[config.mk]
export PLATFORM = sky130hd
export DESIGN_NAME = stream_mux_rr_flat
export DESIGN_NICKNAME = d
export VERILOG_FILES = /design/src/rtl/stream_mux_rr_if.sv /design/src/rtl/stream_mux_rr.sv /design/src/flat_wrapper.sv
export SDC_FILE = /design/constraint.sdc
export NUM_CORES = 1
export LEC_CHECK = 0
export CORE_UTILIZATION = 31
export DETAILED_ROUTE_END_ITERATION = 8
export HOLD_SLACK_MARGIN = 0.05
export PLACE_DENSITY = 0.65
export RECOVER_POWER = 50
export SYNTH_ARGS = -nofsm -noshare
export SYNTH_HDL_FRONTEND = slang
export SYNTH_SLANG_ARGS = --single-unit
[constraint.sdc]
create_clock -name clk -period 5.3 [get_ports clk]
set_clock_uncertainty 0.1 [all_clocks]
set_input_delay 1.59 -clock clk [delete_from_list [all_inputs] [get_ports clk]]
set_output_delay 1.59 -clock clk [all_outputs]
set_load 0.02 [all_outputs]
[src/rtl/stream_mux_rr_if.sv]
// Stream bundle between an N-channel source set and one output sink for stream_mux_rr.
// slave is the mux's view, master is the surrounding environment's view.
interface stream_mux_rr_if #(
    parameter int N_CH  = 8,
    parameter int WIDTH = 8
);
    localparam int CHW = $clog2(N_CH);

    logic [N_CH*WIDTH-1:0] in_data;
    logic [N_CH-1:0]       in_valid;
    logic [N_CH-1:0]       in_last;
    logic [N_CH-1:0]       in_ready;
    logic [WIDTH-1:0]      out_data;
    logic                  out_valid;
    logic                  out_last;
    logic [CHW-1:0]        out_ch;
    logic                  out_ready;

    modport slave (
        input  in_data, in_valid, in_last, out_ready,
        output in_ready, out_data, out_valid, out_last, out_ch
    );

    modport master (
        output in_data, in_valid, in_last, out_ready,
        input  in_ready, out_data, out_valid, out_last, out_ch
    );
endinterface

[src/rtl/stream_mux_rr.sv]
// Round-robin N-channel stream multiplexer with a single registered output stage.
// Optional packet lock (grant held until in_last) is enabled by STREAM_MUX_PKT_LOCK_EN.
module stream_mux_rr #(
    parameter int N_CH  = 8,
    parameter int WIDTH = 8,
    localparam int CHW  = $clog2(N_CH)
) (
    input  logic            clk,
    input  logic            rst_n,
    stream_mux_rr_if.slave  bus
);

    logic             out_valid_reg;
    logic [WIDTH-1:0] out_data_reg;
    logic             out_last_reg;
    logic [CHW-1:0]   out_ch_reg;
    logic [CHW-1:0]   last_grant_reg;

    logic             accept;
    logic             grant_found;
    logic [CHW-1:0]   grant_idx;
    logic [CHW-1:0]   cand_idx;
    logic [WIDTH-1:0] grant_data;
    logic             grant_last;
    logic [N_CH-1:0]  ready_mask;
    int               cand;

`ifdef STREAM_MUX_PKT_LOCK_EN
    typedef enum logic {IDLE, LOCKED} state_t;
    state_t state_reg;
`endif

    assign accept = !out_valid_reg || bus.out_ready;

    // Scan from farthest to nearest so the nearest valid channel after last_grant wins.
    always_comb begin
        grant_found = 1'b0;
        grant_idx   = last_grant_reg;
        cand        = 0;
        cand_idx    = '0;
        for (int i = N_CH; i >= 1; i--) begin
            cand = int'(last_grant_reg) + i;
            if (cand >= N_CH)
                cand = cand - N_CH;
            cand_idx = CHW'(cand);
            if (bus.in_valid[cand_idx]) begin
                grant_found = 1'b1;
                grant_idx   = cand_idx;
            end
        end
`ifdef STREAM_MUX_PKT_LOCK_EN
        // While locked the grant stays on the packet owner, which is always last_grant.
        if (state_reg == LOCKED) begin
            grant_idx   = last_grant_reg;
            grant_found = bus.in_valid[last_grant_reg];
        end
`endif
    end

    always_comb begin
        grant_data = bus.in_data[grant_idx*WIDTH +: WIDTH];
        grant_last = bus.in_last[grant_idx];
        ready_mask = '0;
        if (rst_n && accept && grant_found)
            ready_mask[grant_idx] = 1'b1;
    end

    always_ff @(posedge clk or negedge rst_n) begin
        if (!rst_n) begin
            out_valid_reg  <= 1'b0;
            out_data_reg   <= '0;
            out_last_reg   <= 1'b0;
            out_ch_reg     <= '0;
            last_grant_reg <= CHW'(N_CH - 1);
`ifdef STREAM_MUX_PKT_LOCK_EN
            state_reg      <= IDLE;
`endif
        end else if (accept) begin
            out_valid_reg <= grant_found;
            if (grant_found) begin
                out_data_reg   <= grant_data;
                out_last_reg   <= grant_last;
                out_ch_reg     <= grant_idx;
                last_grant_reg <= grant_idx;
`ifdef STREAM_MUX_PKT_LOCK_EN
                case (state_reg)
                    IDLE:    if (!grant_last) state_reg <= LOCKED;
                    LOCKED:  if (grant_last)  state_reg <= IDLE;
                    default: state_reg <= IDLE;
                endcase
`endif
            end
        end
    end

    assign bus.in_ready  = ready_mask;
    assign bus.out_data  = out_data_reg;
    assign bus.out_valid = out_valid_reg;
    assign bus.out_last  = out_last_reg;
    assign bus.out_ch    = out_ch_reg;

endmodule

[src/flat_wrapper.sv]
// flat-port wrapper written by rule: the top's interface ports become plain ports
module stream_mux_rr_flat 
#(
    parameter int N_CH  = 8,
    parameter int WIDTH = 8,
    localparam int CHW  = $clog2(N_CH)
)
  (clk, rst_n, bus_in_data, bus_in_valid, bus_in_last, bus_out_ready, bus_in_ready, bus_out_data, bus_out_valid, bus_out_last, bus_out_ch);
  stream_mux_rr_if #(.N_CH(N_CH), .WIDTH(WIDTH)) bus_i ();
  input  logic clk;
  input  logic rst_n;
  input wire logic [$bits(bus_i.in_data)-1:0] bus_in_data;
  input wire logic [$bits(bus_i.in_valid)-1:0] bus_in_valid;
  input wire logic [$bits(bus_i.in_last)-1:0] bus_in_last;
  input wire logic [$bits(bus_i.out_ready)-1:0] bus_out_ready;
  output wire logic [$bits(bus_i.in_ready)-1:0] bus_in_ready;
  output wire logic [$bits(bus_i.out_data)-1:0] bus_out_data;
  output wire logic [$bits(bus_i.out_valid)-1:0] bus_out_valid;
  output wire logic [$bits(bus_i.out_last)-1:0] bus_out_last;
  output wire logic [$bits(bus_i.out_ch)-1:0] bus_out_ch;
  assign bus_i.in_data = bus_in_data;
  assign bus_i.in_valid = bus_in_valid;
  assign bus_i.in_last = bus_in_last;
  assign bus_i.out_ready = bus_out_ready;
  assign bus_in_ready = bus_i.in_ready;
  assign bus_out_data = bus_i.out_data;
  assign bus_out_valid = bus_i.out_valid;
  assign bus_out_last = bus_i.out_last;
  assign bus_out_ch = bus_i.out_ch;
  stream_mux_rr #(.N_CH(N_CH), .WIDTH(WIDTH)) u_core (.clk(clk), .rst_n(rst_n), .bus(bus_i));
endmodule
==> results of run 1 <==
[per-stage QoR]
step                hold slack [ns]  TNS (ns)  cells  cell area (um^2)
finish                        0.392     -2.76    655              4980
global route                  0.413     -3.64    655              4980
CTS                           0.403     -3.26    654              4910
detailed placement            0.390    -10.10    645              4700
global placement              0.384     -9.40    645              4700
floorplan                     0.481     -2.37    389              3180
[timing repair]
| item | in CTS | in global routing |
|---|---|---|
| setup endpoints to repair | 8 | 8 |
| buffers inserted | 5 | 2 |
| pin swaps | 13 | 8 |
| gates resized for setup | 105 | 21 |
[placed cells by master (no fill, tap or decap), types with 3 or more instances in the layout]
master,count
clkdlybuf4s50_1,80
mux2i_1,8
mux4_2,8
xnor2_1,3
o211ai_1,18
nand2_1,26
o2bb2ai_1,9
dfrtp_1,13
nor2b_1,3
buf_4,65
nand4_1,9
buf_6,18
nor2_4,4
nand2b_1,6
dlygate4sd3_1,7
clkbuf_8,3
buf_2,3
a22oi_1,30
a221oi_1,74
mux2_2,6
nor2_1,14
o21ai_0,19
o311ai_1,9
a211o_1,10
buf_12,3
a21oi_1,6
dfstp_2,3
[per-layer routing]
metal | vias up | GRT usage (%) | wire length, um
met5 | - | 0 | 0
met4 | 0 | 7.58 | 316
met3 | 22 | 1.92 | 659
met2 | 160 | 37.6 | 5730
met1 | 1973 | 30.1 | 5110
li1 | 1927 | - | -
[worst max-delay path, stage by stage]
cell and delay (ns):
buf_6 0.09, mux4_2 0.49, or4b_4 0.50, o2111ai_2 0.08, a31oi_1 0.07, a211o_1 0.27, a31o_1 0.20, or3_4 0.44
nor3_4 0.14, buf_6 0.14
[cells by family after synthesis]
family,Yosys count,synth area share (%)
XOR/XNOR,7,2.21
buffers and inverters,53,7.84
flip-flops,16,13.0
AND/OR/NAND/NOR,88,14.2
multiplexers,24,11.2
AO/OA/AOI/OAI,199,50.7
adder cells (fa/ha/maj),2,0.804
[worst max-delay path by stage]
stage / end / from / slack (ns)
floorplan: bus_in_ready[0] / bus_in_valid[5] / -0.39
global placement: bus_in_ready[1] / bus_in_valid[5] / -1.23
detailed placement: bus_in_ready[5] / bus_in_valid[6] / -1.26
CTS: bus_in_ready[1] / bus_in_valid[5] / -0.51
global route: bus_in_ready[3] / bus_in_valid[5] / -0.49
finish: bus_in_ready[1] / bus_in_valid[5] / -0.40
[layout make-up]
cell class	instances	area, um^2	area share, %
Timing Repair Buffer	178	1650	33.1
Inverter	4	15.0	0.301
Multi-Input combinational cell	320	2700	54.2
Clock buffer	4	45.0	0.904
Sequential cell	16	404	8.11
Tap cell	133	166	3.34
==> results.yml, run 1 <==
synth:
  yosys.area.top_type: "a221oi_1"
  ys_types: 54
  synth_most_common_cell: "a221oi_1"
  syn_area_mm2: 0.00311
  synth_edf_count: 0
  syn_avg_cell_area_um2: 8.00
  async_flop_share_pct: 100
  synth-main-ff-cell: "dfrtp_1"
  synth_top_area_share_pct: 21.1
  syn_nets: 474
  synth_commonest_cells: "a221oi_1 (75), a22oi_1 (30), nand2_1 (29), clkbuf_1 (28), o21ai_0 (20)"
  synth-seq-cells: 16
  synth_area_leaders: "a221oi_1 (21%), dfrtp_1 (10%), a22oi_1 (7.2%), mux4_2 (5.8%), o211ai_1 (4.3%)"
  yosysSeqAreaShare_pct: 13.0
  syn_inst: 389
  yosysWarnings: 0
setup_path:
  r2r-start: "u_core.last_grant_reg[0]$_DFFE_PN1P_"
  critPathRequiredTime_ns: 3.61
  end_kind: "output port"
  r2r_slack_ns: 1.13
  crit_fanout: 4
  arrival_ns: 4.01
  critPathLaunchType: "primary input"
  regToRegEndpoint: "u_core.bus.out_data[4]$_DFFE_PN0P_"
  reg2reg_depth: 14
  critical_path_class: "in -> out"
drt:
  wl_per_cell_um: 18.0
  vias_per_cell: 6.23
  dr.pass1.iters: 5
  ant_nets: 0
  drtIter0Drc: 231
  num_vias: 4082
  drt-total-wl_um: 11800
  route.detailed.drc: 0
cts:
  numCtsBuffers: 3
  cts_root_buffer: "clkbuf_8"
  htreeDepth: 1
  clk_pin_slew_worst_paths_ns: 0.06
  clock_sinks: 16
  clk-insertion-delay-late_ns: 0.25
  cts_max_path_buffers: 2
  ctsHoldBuffers: 0
  tritoncts: "done"
die:
  row_count: 36
  dieArea_mm2: 0.0104
  io_pins: 104
  die_h_um: 102
  fp.coreArea_mm2: 0.00973
  chipWidth_um: 102
  initial_core_util_pct: 32.0
final_layout:
  area_delta_synth_final_pct: 60.1
  drive_gt1_share_pct: 28.4
  diodes: 0
  fillers: 952
  fin_nets: 608
  largest_reg_flops: 8
  fin_util_pct: 51.2
place:
  place_hpwl_um: 8430
  io_buffer_count: 103
  dp_slack_ns: -1.26
  routabilityCongestion: 0.922
sta:
  hold_violations: 0
  fin_ws_ns: -0.396
  worst_pin_slew_ns: 0.864
  min_period_over_period_pct: 107
  maxSlewViolCount: 0
  relSlewSlack_pct: 42.4
  rsz0062_at_grt: "yes"
  setup_viol: 8
  max_freq_mhz: 176
  min_period_ns: 5.70
hold_path:
  whs_path_depth: 2
  min-delay-start: "u_core.bus.out_last$_DFFE_PN0P_"
  worstHoldEndpoint: "u_core.bus.out_last$_DFFE_PN0P_"
  holdCritPathClass: "reg -> reg"
global_route:
  grt_max_degree: 75
  grt_pass1_wl_um: 18600
  grt_pass1_vias: 3685
  track_usage_pct: 22.4
  antenna_found_initial: 0
  overflow: 0
run:
  maxCapViolations: 0
run_status:
  run_status: "finished, violations left"
  violations: "setup timing"
Power of run 1 is left out: the tool's default activity adds up to more than one toggle a clock period on the data nets, which glitch-free logic cannot reach.
==> inputs of run 2 (changes only) <==
Settings changed: HOLD_SLACK_MARGIN 0.05 to default.
==> results of run 2 <==
The final DEF is identical to that of run 1; final timing and power are the same.
Power of run 2 is left out for the same reason.
